--- config.mk ---
export PLATFORM = sky130hd
export DESIGN_NAME = branch_resolve
export DESIGN_NICKNAME = d
export VERILOG_FILES = /design/src/rtl/branch_resolve.sv
export SDC_FILE = /design/constraint.sdc
export NUM_CORES = 1
export LEC_CHECK = 0
export BUFFER_PORTS_ARGS = -buffer_cell sky130_fd_sc_hd__clkbuf_2
export CORE_ASPECT_RATIO = 1.4
export CORE_MARGIN = 2
export CORE_UTILIZATION = 30
export CTS_CLUSTER_SIZE = 10
export DETAILED_ROUTE_END_ITERATION = 10
export HOLD_SLACK_MARGIN = 0.02
export PLACE_DENSITY_LB_ADDON = 0.2
export SYNTH_ARGS = -nofsm -noshare
export SYNTH_HDL_FRONTEND = slang
export SYNTH_SLANG_ARGS = --single-unit
--- constraint.sdc ---
create_clock -name clk -period 2.7 [get_ports clk]
set_input_delay 0.405 -clock clk [delete_from_list [all_inputs] [get_ports clk]]
set_output_delay 0.405 -clock clk [all_outputs]
set_load 0.01 [all_outputs]
--- src/rtl/branch_resolve.sv ---
// -----------------------------------------------------------------------------
// branch_resolve
//
// Branch-resolution stage that sits directly after the execute ALU. Each
// accepted beat carries the ALU result plus the {OF, SF, CF, ZF} flags of an
// rs1 - rs2 subtract. The stage evaluates the branch condition, computes the
// branch target and the error/redirect outcome at the input, and stores the
// finished outcome with the beat. A two-entry skid buffer (output register +
// skid register) keeps one beat per cycle flowing under back-pressure.
//
// Ports
//   clk            rising-edge clock
//   rst_n          asynchronous active-low reset
//   in_valid       upstream beat present
//   in_ready       stage can accept (low only while both entries are full)
//   in_result      ALU result, passed through unchanged
//   in_flags       {OF, SF, CF, ZF}; CF = 1 means borrow (rs1 <u rs2)
//   in_is_branch   beat is a conditional branch
//   in_funct3      branch condition code
//   in_pc          instruction PC
//   in_imm         sign-extended B-immediate
//   flush          synchronous kill of every buffered beat
//   out_valid      output beat present
//   out_ready      downstream accepts
//   out_result     stored in_result
//   out_taken      branch condition true and encoding legal
//   out_target     in_pc + in_imm, wrapping modulo 2^WIDTH
//   out_redirect   valid, taken and word-aligned target
//   out_misaligned taken branch whose target[1:0] != 0
//   out_illegal    branch with reserved funct3 (010 / 011)
//
// Every out_* is driven from registers only; no in_* reaches an output
// combinationally.
// -----------------------------------------------------------------------------
module branch_resolve #(
    parameter int WIDTH = 32
) (
    input  logic             clk,
    input  logic             rst_n,

    input  logic             in_valid,
    output logic             in_ready,
    input  logic [WIDTH-1:0] in_result,
    input  logic [3:0]       in_flags,
    input  logic             in_is_branch,
    input  logic [2:0]       in_funct3,
    input  logic [WIDTH-1:0] in_pc,
    input  logic [WIDTH-1:0] in_imm,

    input  logic             flush,

    output logic             out_valid,
    input  logic             out_ready,
    output logic [WIDTH-1:0] out_result,
    output logic             out_taken,
    output logic [WIDTH-1:0] out_target,
    output logic             out_redirect,
    output logic             out_misaligned,
    output logic             out_illegal
);

    // -------------------------------------------------------------------------
    // Types and encodings
    // -------------------------------------------------------------------------
    typedef enum logic [1:0] {
        S_EMPTY = 2'd0,   // nothing buffered
        S_ONE   = 2'd1,   // output register full, skid empty
        S_FULL  = 2'd2    // output and skid registers both full
    } state_t;

    // Fully resolved beat, exactly as it is presented downstream.
    typedef struct packed {
        logic [WIDTH-1:0] result;
        logic [WIDTH-1:0] target;
        logic             taken;
        logic             redirect;
        logic             misaligned;
        logic             illegal;
    } beat_t;

    localparam logic [2:0] F3_BEQ  = 3'b000;
    localparam logic [2:0] F3_BNE  = 3'b001;
    localparam logic [2:0] F3_BLT  = 3'b100;
    localparam logic [2:0] F3_BGE  = 3'b101;
    localparam logic [2:0] F3_BLTU = 3'b110;
    localparam logic [2:0] F3_BGEU = 3'b111;

    // -------------------------------------------------------------------------
    // Input-side resolution
    // -------------------------------------------------------------------------
    logic  flag_of;
    logic  flag_sf;
    logic  flag_cf;
    logic  flag_zf;
    logic  cond_true;
    logic  cond_legal;
    logic  target_unaligned;
    logic  in_taken;
    beat_t in_beat;

    assign flag_of = in_flags[3];
    assign flag_sf = in_flags[2];
    assign flag_cf = in_flags[1];
    assign flag_zf = in_flags[0];

    // NOTE: every signal written in an always_comb gets a default at the top;
    // a path that leaves one unassigned would infer a latch.
    always_comb begin
        cond_true  = 1'b0;
        cond_legal = 1'b1;
        unique case (in_funct3)
            F3_BEQ:  cond_true = flag_zf;
            F3_BNE:  cond_true = !flag_zf;
            F3_BLT:  cond_true = flag_sf ^ flag_of;
            F3_BGE:  cond_true = !(flag_sf ^ flag_of);
            F3_BLTU: cond_true = flag_cf;
            F3_BGEU: cond_true = !flag_cf;
            default: cond_legal = 1'b0;   // 010 / 011 are reserved
        endcase
    end

    always_comb begin
        in_beat        = '0;
        in_beat.result = in_result;
        // Wraps silently; an address overflow is not an error for branches.
        in_beat.target = in_pc + in_imm;

        target_unaligned = |in_beat.target[1:0];
        in_taken         = in_is_branch & cond_true & cond_legal;

        // Non-branch beats leave every outcome bit at zero.
        in_beat.taken      = in_taken;
        in_beat.illegal    = in_is_branch & !cond_legal;
        // Misalignment wins over redirect: fetch must never see a bad target.
        in_beat.misaligned = in_taken & target_unaligned;
        in_beat.redirect   = in_taken & !target_unaligned;
    end

    // -------------------------------------------------------------------------
    // Skid-buffer control
    // -------------------------------------------------------------------------
    state_t state;
    state_t next_state;
    logic   accept;
    logic   drain;
    logic   load_out;
    logic   load_skid;
    logic   out_from_skid;

    // Both handshakes come from registered state, so in_ready and out_valid
    // carry no combinational path from the inputs.
    assign in_ready  = (state != S_FULL);
    assign out_valid = (state != S_EMPTY);

    assign accept = in_valid & in_ready;
    assign drain  = out_valid & out_ready;

    // NOTE: sequential state uses non-blocking assignments so every register
    // samples the pre-edge value of every other register.
    always_ff @(posedge clk or negedge rst_n) begin
        if (!rst_n) begin
            state <= S_EMPTY;
        end else begin
            state <= next_state;
        end
    end

    always_comb begin
        next_state    = state;
        load_out      = 1'b0;
        load_skid     = 1'b0;
        out_from_skid = 1'b0;

        unique case (state)
            S_EMPTY: begin
                if (accept) begin
                    next_state = S_ONE;
                    load_out   = 1'b1;
                end
            end

            S_ONE: begin
                unique case ({accept, drain})
                    2'b10: begin            // fill the skid behind the head
                        next_state = S_FULL;
                        load_skid  = 1'b1;
                    end
                    2'b01: begin            // head leaves, nothing follows
                        next_state = S_EMPTY;
                    end
                    2'b11: begin            // stream through: replace head
                        load_out   = 1'b1;
                    end
                    default: begin
                        next_state = S_ONE;
                    end
                endcase
            end

            S_FULL: begin
                // in_ready is low here, so accept cannot be set.
                if (drain) begin
                    next_state    = S_ONE;
                    load_out      = 1'b1;
                    out_from_skid = 1'b1;
                end
            end

            default: begin
                next_state = S_EMPTY;
            end
        endcase

        // Flush overrides everything, including a beat offered this cycle.
        if (flush) begin
            next_state = S_EMPTY;
            load_out   = 1'b0;
            load_skid  = 1'b0;
        end
    end

    // -------------------------------------------------------------------------
    // Beat storage
    // -------------------------------------------------------------------------
    beat_t out_q;
    beat_t skid_q;

    // NOTE: the two beat registers are reset as well as the state, because
    // the output data and flags must read zero straight out of reset.
    always_ff @(posedge clk or negedge rst_n) begin
        if (!rst_n) begin
            out_q  <= '0;
            skid_q <= '0;
        end else begin
            if (load_out) begin
                out_q <= out_from_skid ? skid_q : in_beat;
            end
            if (load_skid) begin
                skid_q <= in_beat;
            end
        end
    end

    // -------------------------------------------------------------------------
    // Outputs
    // -------------------------------------------------------------------------
    assign out_result     = out_q.result;
    assign out_target     = out_q.target;
    assign out_taken      = out_q.taken;
    assign out_misaligned = out_q.misaligned;
    assign out_illegal    = out_q.illegal;
    // Stale contents stay in out_q after a drain, so qualify with out_valid.
    assign out_redirect   = out_valid & out_q.redirect;

endmodule
# Word-level counts from Yosys, hierarchy flattened
# Index checks and enable logic that the tools add are counted.
dict set report word_totals {
  reg_bits 138
  in_bits 109
  out_inout_bits 70
}
dict set report op_classes {
  addsub 1
  eq_ne 14
  mux 17
  bitwise_logic 9
  n_reduce_logical 11
}
# op count
set ops {}
lappend ops {{2-to-1 mux 68 bit} 1}
lappend ops {{adder 32 bit} 1}
lappend ops {{== test 3 bit (second input constant)} 4}
lappend ops {{one-hot mux 2 bit (3 select lines)} 2}
lappend ops {{2-to-1 mux 1 bit} 9}
lappend ops {{!= test 3 bit (second input constant)} 3}
lappend ops {{AND 1 bit} 8}
lappend ops {{== test 2 bit (second input constant)} 3}
lappend ops {{2-to-1 mux 2 bit} 3}
lappend ops {{one-hot mux 1 bit (6 select lines)} 1}
lappend ops {{OR reduction 6 bit} 1}
lappend ops {{logical NOT 1 bit} 5}
lappend ops {{== test 2 x 1 -> 1 bit (second input constant)} 2}
lappend ops {{== test 3 x 1 -> 1 bit (second input constant)} 1}
lappend ops {{logical NOT 3 bit} 1}
lappend ops {{one-hot mux 1 bit (3 select lines)} 1}
lappend ops {{AND reduction 3 bit} 1}
lappend ops {{logical NOT 2 bit} 1}
lappend ops {{!= test 2 bit (second input constant)} 1}
lappend ops {{nonzero test 2 bit} 1}
lappend ops {{OR reduction 2 bit} 1}
lappend ops {{bitwise XOR 1 bit} 1}

# Depth between registers and ports, before layout
# Gate-level depths: netlist (run 1).
dict set report logic_depth {
  depth_word 7
  mapped_depth 12
  mapped_depth_nobuf 10
}

# Least setup slack after synthesis (run 1)
# No wires, ideal clock.
dict set report synth_path {
  path_type {in2reg}
  startpoint {input port in_pc[0]}
  endpoint {register out_q (netlist bit out_target[30])}
  arrival_time_ns 2.591
  path_slack_ns -0.019
  path_stages 10
  path_buffers 0
  cell_sequence {ha_1 fa_1 a211oi_2 o21ai_1 a32oi_1 o211ai_1 a41o_1 a221o_1 mux2i_1 nand3_1}
}
dict set report synth_via {
  elab_chain_cells 2
}
# item line_no
set synth_lines {}
lappend synth_lines {{start: declaration} 47} ;# input logic [WIDTH-1:0] in_pc,
lappend synth_lines {{adder 32 bit} 126} ;# in_beat.target = in_pc + in_imm;
lappend synth_lines {{2-to-1 mux 68 bit} 236} ;# out_q <= out_from_skid ? skid_q : in_beat;
lappend synth_lines {{end signal: assignment} 236}
lappend synth_lines {{end: declaration} 225} ;# beat_t out_q;
# No other way between the ends.
# A chain may end at the register's enable or synchronous reset.

# Worst setup path in the final report (run 1)
# Same ends and word-level chain as after synthesis.

==> results of run 1 <==
cell families (layout without fill, tap and decap cells):
group	after synthesis	after routing
flip-flops	138	138
AND/OR/NAND/NOR	391	392
AO/OA/AOI/OAI	220	220
XOR/XNOR	32	32
multiplexers	6	6
adder cells (fa/ha/maj)	34	34
buffers and inverters	130	291
cells in the mapped netlist (all sizes together), types with 2 or more instances:
cell    number
a211oi       3
a21o        13
a21oi       53
a31oi       42
a32oi        2
a41oi        2
and2         3
and3        12
buf         81
clkbuf      38
dfrtp      138
ha          33
inv         11
mux2i        6
nand2      256
nand2b       4
nand3       24
nand4        5
nor2        63
nor3        12
o211ai       8
o21a         6
o21ai       71
o21bai       5
o31ai        4
o41ai        2
or2          2
or3          2
xnor2       21
xor2        11
through the flow:
step | hold WS [ns] | setup slack (ns)
after CTS | 0.168 | 0.0793
after global placement | 0.433 | -0.331
final | 0.190 | 0.119
after detailed placement | 0.431 | -0.366
after floorplan | 0.109 | 0.0466
after global routing | 0.183 | 0.0205
cell usage in the layout (no fill, tap or decap), drive strengths merged, types with 12 or more instances in the layout:
| cell | synthesis | final |
|---|---|---|
| nand2 | 256 | 256 |
| clkbuf | 38 | 197 |
| dfrtp | 138 | 138 |
| o21ai | 71 | 71 |
| buf | 81 | 70 |
| nor2 | 63 | 63 |
| a21oi | 53 | 53 |
| a31oi | 42 | 42 |
| ha | 33 | 33 |
| nand3 | 24 | 24 |
| xnor2 | 21 | 21 |
| a21o | 13 | 13 |
| nor3 | 12 | 12 |
| and3 | 12 | 12 |
timing repair:
| action | in CTS | in global routing |
|---|---|---|
| resized for setup | 0 | 3 |
| endpoints found under the hold margin | 56 | 0 |
| endpoints found under the setup margin | 0 | 13 |
| hold buffers | 1 | 0 |
power groups by stage:
| stage | Clock (mW) | Sequential, mW | Combinational (mW) |
|---|---|---|---|
| final | 2.38 | 3.28 | 2.29 |
| after global routing | 2.51 | 3.39 | 2.64 |
| after CTS | 2.44 | 3.29 | 2.34 |
| after detailed placement | 0 | 3.32 | 2.33 |
| after global placement | 0 | 3.30 | 2.30 |
| after floorplan | 0 | 3.19 | 1.85 |
critical path, cell delays in order:
cell	delay, ns
clkbuf_2	0.08
ha_1	0.22
fa_2	0.36
a211oi_2	0.29
o21ai_2	0.14
a32oi_1	0.21
o211ai_1	0.22
a41o_1	0.34
a221o_1	0.35
mux2i_1	0.17
nand3_1	0.09
per-layer routing:
| metal | vias up | global-route usage | wire [um] |
|---|---|---|---|
| met1 | 3112 | 0.193 | 9400 |
| met4 | 0 | 0.0596 | 468 |
| met5 | - | 0 | 0 |
| li1 | 3477 | - | - |
| met2 | 147 | 0.278 | 10800 |
| met3 | 28 | 0.0265 | 675 |
state kept, by name, summed over array words and instances, names as in the netlist:
name	cells
out_result	32
out_misaligned	1
state	2
out_target	32
out_illegal	1
out_q	1
out_taken	1
skid_q	68
final timing paths:
path | to | depth (start not counted) | slack, ns
setup / recovery | out_target[30]$_DFFE_PN0P_ | 11 | 0.12
setup reg to reg | out_target[11]$_DFFE_PN0P_ | 9 | 0.32
max in group asynchronous | out_target[28]$_DFFE_PN0P_ | 3 | 1.46
hold reg to reg | out_q[2]$_DFFE_PN0P_ | 2 | 0.47
hold / removal | skid_q[41]$_DFFE_PN0P_ | 3 | 0.19
min in group asynchronous | out_target[4]$_DFFE_PN0P_ | 2 | 0.53
area by class of cell:
| type | count | area, um2 | share of cell area |
|---|---|---|---|
| tap | 324 | 405 | 0.0413 |
| clock inverter | 12 | 149 | 0.0152 |
| sequential | 138 | 3450 | 0.352 |
| timing repair buffer | 248 | 1500 | 0.153 |
| multi-input combinational | 684 | 3820 | 0.389 |
| clock buffer | 20 | 447 | 0.0455 |
| inverter | 11 | 41.3 | 0.00421 |
==> flow_summary.yaml, run 1 <==
place:
  dp_hpwl_mm: 15.4
  port_buffers: 178
  post_dp_cell_area_um2: 9200
  placed_cells: 1403
  gp_congestion: 0.768
clock_tree:
  htreeDepth: 4
  clock_path_buffers: 2
  post_cts_buffers: 0
  clk_latency_ns: 0.43
  tritoncts: "done"
  clk_pin_slew_ns: 0.06
  cts-root-buf: "clkbuf_16"
  cts_buffers: 17
  cts_sinks: 138
pwr:
  p_sw_frac: 0.330
  pwr-share-seq: 0.412
  p_int_mw: 5.33
  p_switching_mw: 2.62
  combPwrFrac: 0.288
  p_clk_frac: 0.299
  ir_drop_mv: 0.306
  power_density_nw_per_um2: 810
  cellLeakagePower_nw: 4.86
  p_total_mw: 7.95
sta:
  tightest_slew_ns: 0.595
  finalHoldViolCount: 0
  setup_viol: 0
  relSlewSlack: 0.603
  fmax_ghz: 0.387
  clock_skew_ns: 0.00944
  finalCritPeriodShare: 0.956
  period_needed_ns: 2.58
  rsz0062_at_grt: "false"
  drv_slew: 0
  tns_ns: 0
synth:
  synthAdderAreaFrac: 0.0542
  synth-xor-area-share: 0.0351
  synth_compound_area_frac: 0.171
  yosysWarnings: 0
  ys_types: 59
  seq_area_frac_synth: 0.433
  netlist_top_cells_area: "dfrtp_1 (43%), nand2_1 (12%), buf_4 (6.0%)"
  async_flop_share: 1.00
  synth_top_family_by_area: "simple AND/OR/NAND/NOR gates"
  synth_edf_count: 0
  synth_cells: 951
  synthFlopType: "dfrtp_1"
  muxShareOfSynthArea: 0.00753
  ys_ff_latch: 138
  synthSimpleGateAreaFrac: 0.204
  syn_area_per_cell_um2: 8.39
  synth_top_area_frac: 0.433
  synth_area_leader_cell: "dfrtp_1"
  syn-cell-area_um2: 7980
  synth_nets: 1094
critical_path:
  crit_type: "input port to register"
  r2r_start: "state[1]$_DFFE_PN0P_"
  crit_start: "in_pc[0]"
  arrival_ns: 2.88
  start_kind: "input port"
  required_ns: 3.00
  path_max_fanout: 4
  worstSetupEndpointType: "register"
cells_and_area:
  fin_cells: 1437
  post-route-util: 0.375
  fin_area_um2: 9820
  drive_gt1_frac: 0.269
  area_delta_synth_final_pct: 23.0
  fill_cells: 2734
  diodes: 0
  nets: 1243
die:
  die_width_um: 142
  row_count: 70
  io_pins: 179
  core_um2: 26200
  initial_core_util: 0.305
  die_h_um: 197
  dieArea_um2: 27900
detailed_routing:
  drc: 0
  vias: 6764
  wl_per_cell_um: 14.9
  drtIter0Drc: 237
  first_pass_iters: 4
  ant_nets: 0
  drt-vias-per-instance: 4.71
  drt-total-wl_mm: 21.4
global_routing:
  grt_max_degree: 93
  grt_usage: 0.158
  grt_pass1_vias: 6733
  grt_antenna_before_repair: 0
  grt_remaining_overflow: 0
  grt_pass1_wl_mm: 34.7
status:
  status: "complete, no violations"
run:
  max_cap_viol_count: 0
min_path:
  hp-start: "in_result[5]"
  holdCritPathClass: "input port to register"
No activity file was read; power rests on OpenSTA's default activity.
==> run 2, diff against run 1 <==
--- a/config.mk
+++ b/config.mk
@@ -9,6 +9,7 @@
 export CORE_ASPECT_RATIO = 1.4
 export CORE_MARGIN = 2
 export CORE_UTILIZATION = 30
+export CTS_BUF_LIST = sky130_fd_sc_hd__clkbuf_16
 export CTS_CLUSTER_SIZE = 10
 export DETAILED_ROUTE_END_ITERATION = 10
 export HOLD_SLACK_MARGIN = 0.02
==> flow_summary.yaml, run 2 (synthesis gave the netlist of run 1 again) <==
run:
  max_cap_viol_count: 0
die:
  die_h_um: 197
  row_count: 70
  initial_core_util: 0.305
  dieArea_um2: 27900
  io_pins: 179
  die_width_um: 142
  core_um2: 26200
place:
  gp_congestion: 0.768
  port_buffers: 178
  dp_hpwl_mm: 15.4
  dp_slack_ns: -0.366
global_routing:
  grt_pass1_vias: 6733
  grt_usage: 0.158
  grt_remaining_overflow: 0
  grt_pass1_wl_mm: 34.7
  grt_max_degree: 93
  grt_antenna_before_repair: 0
critical_path:
  crit_type: "input port to register"
  start_kind: "input port"
  arrival_ns: 2.88
  reg2reg_depth: 9
  r2r_start: "state[1]$_DFFE_PN0P_"
  r2r-end: "out_target[11]$_DFFE_PN0P_"
  worstSetupEndpointType: "register"
  r2r_setup_slack_ns: 0.31
  path_max_fanout: 4
  required_ns: 3.00
sta:
  period_needed_ns: 2.58
  setup_ws_ns: 0.120
  relSlewSlack: 0.604
  setup_viol: 0
  clock_skew_ns: 0.00937
  tightest_slew_ns: 0.595
  finalHoldViolCount: 0
  drv_slew: 0
  finalCritPeriodShare: 0.956
  fmax_ghz: 0.388
  rsz0062_at_grt: "false"
cells_and_area:
  drive_gt1_frac: 0.268
  largest_register_ffs: 68
  fill_cells: 2735
  area_delta_synth_final_pct: 22.9
  final_common_cell: "nand2_1"
  nets: 1243
  final_cell_mix: "nand2_1 (256), clkbuf_2 (177), dfrtp_1 (138), o21ai_0 (66), buf_4 (63)"
  regMostFlops: "skid_q"
  diodes: 0
clock_tree:
  htreeDepth: 4
  clk_pin_slew_ns: 0.06
  tritoncts: "done"
  cts-root-buf: "clkbuf_16"
  clk_latency_ns: 0.43
  cts_sinks: 138
  cts_buffers: 17
  clock_path_buffers: 2
detailed_routing:
  drt-vias-per-instance: 4.70
  drt-total-wl_mm: 21.4
  vias: 6761
  first_pass_iters: 4
  drtIter0Drc: 236
  wl_per_cell_um: 14.9
  drc: 0
  ant_nets: 0
pwr:
  combPwrFrac: 0.290
  p_switching_mw: 2.62
  cellLeakagePower_nw: 4.86
  p_int_mw: 5.30
  power_density_nw_per_um2: 807
  p_clk_frac: 0.296
  p_sw_frac: 0.331
  p_total_mw: 7.91
  pwr-share-seq: 0.414
  ir_drop_mv: 0.282
min_path:
  hp-start: "in_result[5]"
  holdCritPathClass: "input port to register"
  hold_end: "skid_q[41]$_DFFE_PN0P_"
  worstHoldPathCells: 3
status:
  status: "complete, no violations"
==> run 2: cell count changes in the layout (fill, tap and decap cells not counted), sizes merged <==
cell	previous run	this run
clkbuf	197	194
inv	11	13
clkinv	5	6
==> run 2: metal layers <==
layer  global-route usage  up-vias  routed length (um)
li1                     -     3478                   -
met1                0.193     3106                9320
met2                0.278      149               10800
met3               0.0265       28                 756
met4               0.0596        0                 468
met5                    0        -                   0
==> run 2: worst max-delay path, stage by stage <==
cell and delay, ns:
clkbuf_2 0.08, ha_1 0.22, fa_2 0.36, a211oi_2 0.29
o21ai_2 0.14, a32oi_1 0.21, o211ai_1 0.22, a41o_1 0.34
a221o_1 0.35, mux2i_1 0.17, nand3_1 0.09
==> run 2: worst max-delay path by stage <==
stage,start,slack [ns],cells past startpoint,to
2_1_floorplan,in_pc[0],0.05,10,out_target[30]$_DFFE_PN0P_
3_3_place_gp,in_pc[0],-0.33,11,out_target[30]$_DFFE_PN0P_
3_5_place_dp,in_pc[0],-0.37,11,skid_q[34]$_DFFE_PN0P_
4_1_cts,in_pc[0],0.08,11,out_target[30]$_DFFE_PN0P_
5_1_grt,in_pc[0],0.02,11,out_target[30]$_DFFE_PN0P_
6_report,in_pc[0],0.12,11,out_target[30]$_DFFE_PN0P_
==> run 2: layout make-up <==
class	instances	area [um2]	share of cell area
Multi-Input combinational cell	684	3820	0.390
Sequential cell	138	3450	0.352
Timing Repair Buffer	248	1500	0.153
Clock buffer	17	425	0.0434
Tap cell	324	405	0.0413
Clock inverter	15	160	0.0163
Inverter	11	41.3	0.00421
==> run 2: through the flow <==
step / TNS (ns) / instances / cell area, um2 / utilization / hold WS [ns]
2_1_floorplan: 0 / 951 / 7980 / - / 0.109
3_3_place_gp: -2.78 / 1403 / 9200 / 0.351 / 0.433
3_5_place_dp: -3.42 / 1403 / 9200 / 0.351 / 0.431
4_1_cts: 0 / 1436 / 9790 / 0.374 / 0.168
5_1_grt: 0 / 1437 / 9810 / 0.374 / 0.183
6_report: 0 / 1437 / 9810 / 0.374 / 0.189
==> run 2: power by group through the flow <==
stage                     Combinational, mW  Clock [mW]  Sequential (mW)
final                                  2.29        2.34             3.28
after global routing                   2.64        2.48             3.39
after CTS                              2.34        2.41             3.29
after detailed placement               2.33           0             3.32
after global placement                 2.30           0             3.30
after floorplan                        1.85           0             3.19
==> run 2: timing repair <==
action	4_1_cts	5_1_grt
buffers inserted	0	0
resized for setup	0	3
endpoints found under the setup margin	0	13
hold buffers	1	0
hold endpoints to repair	56	0
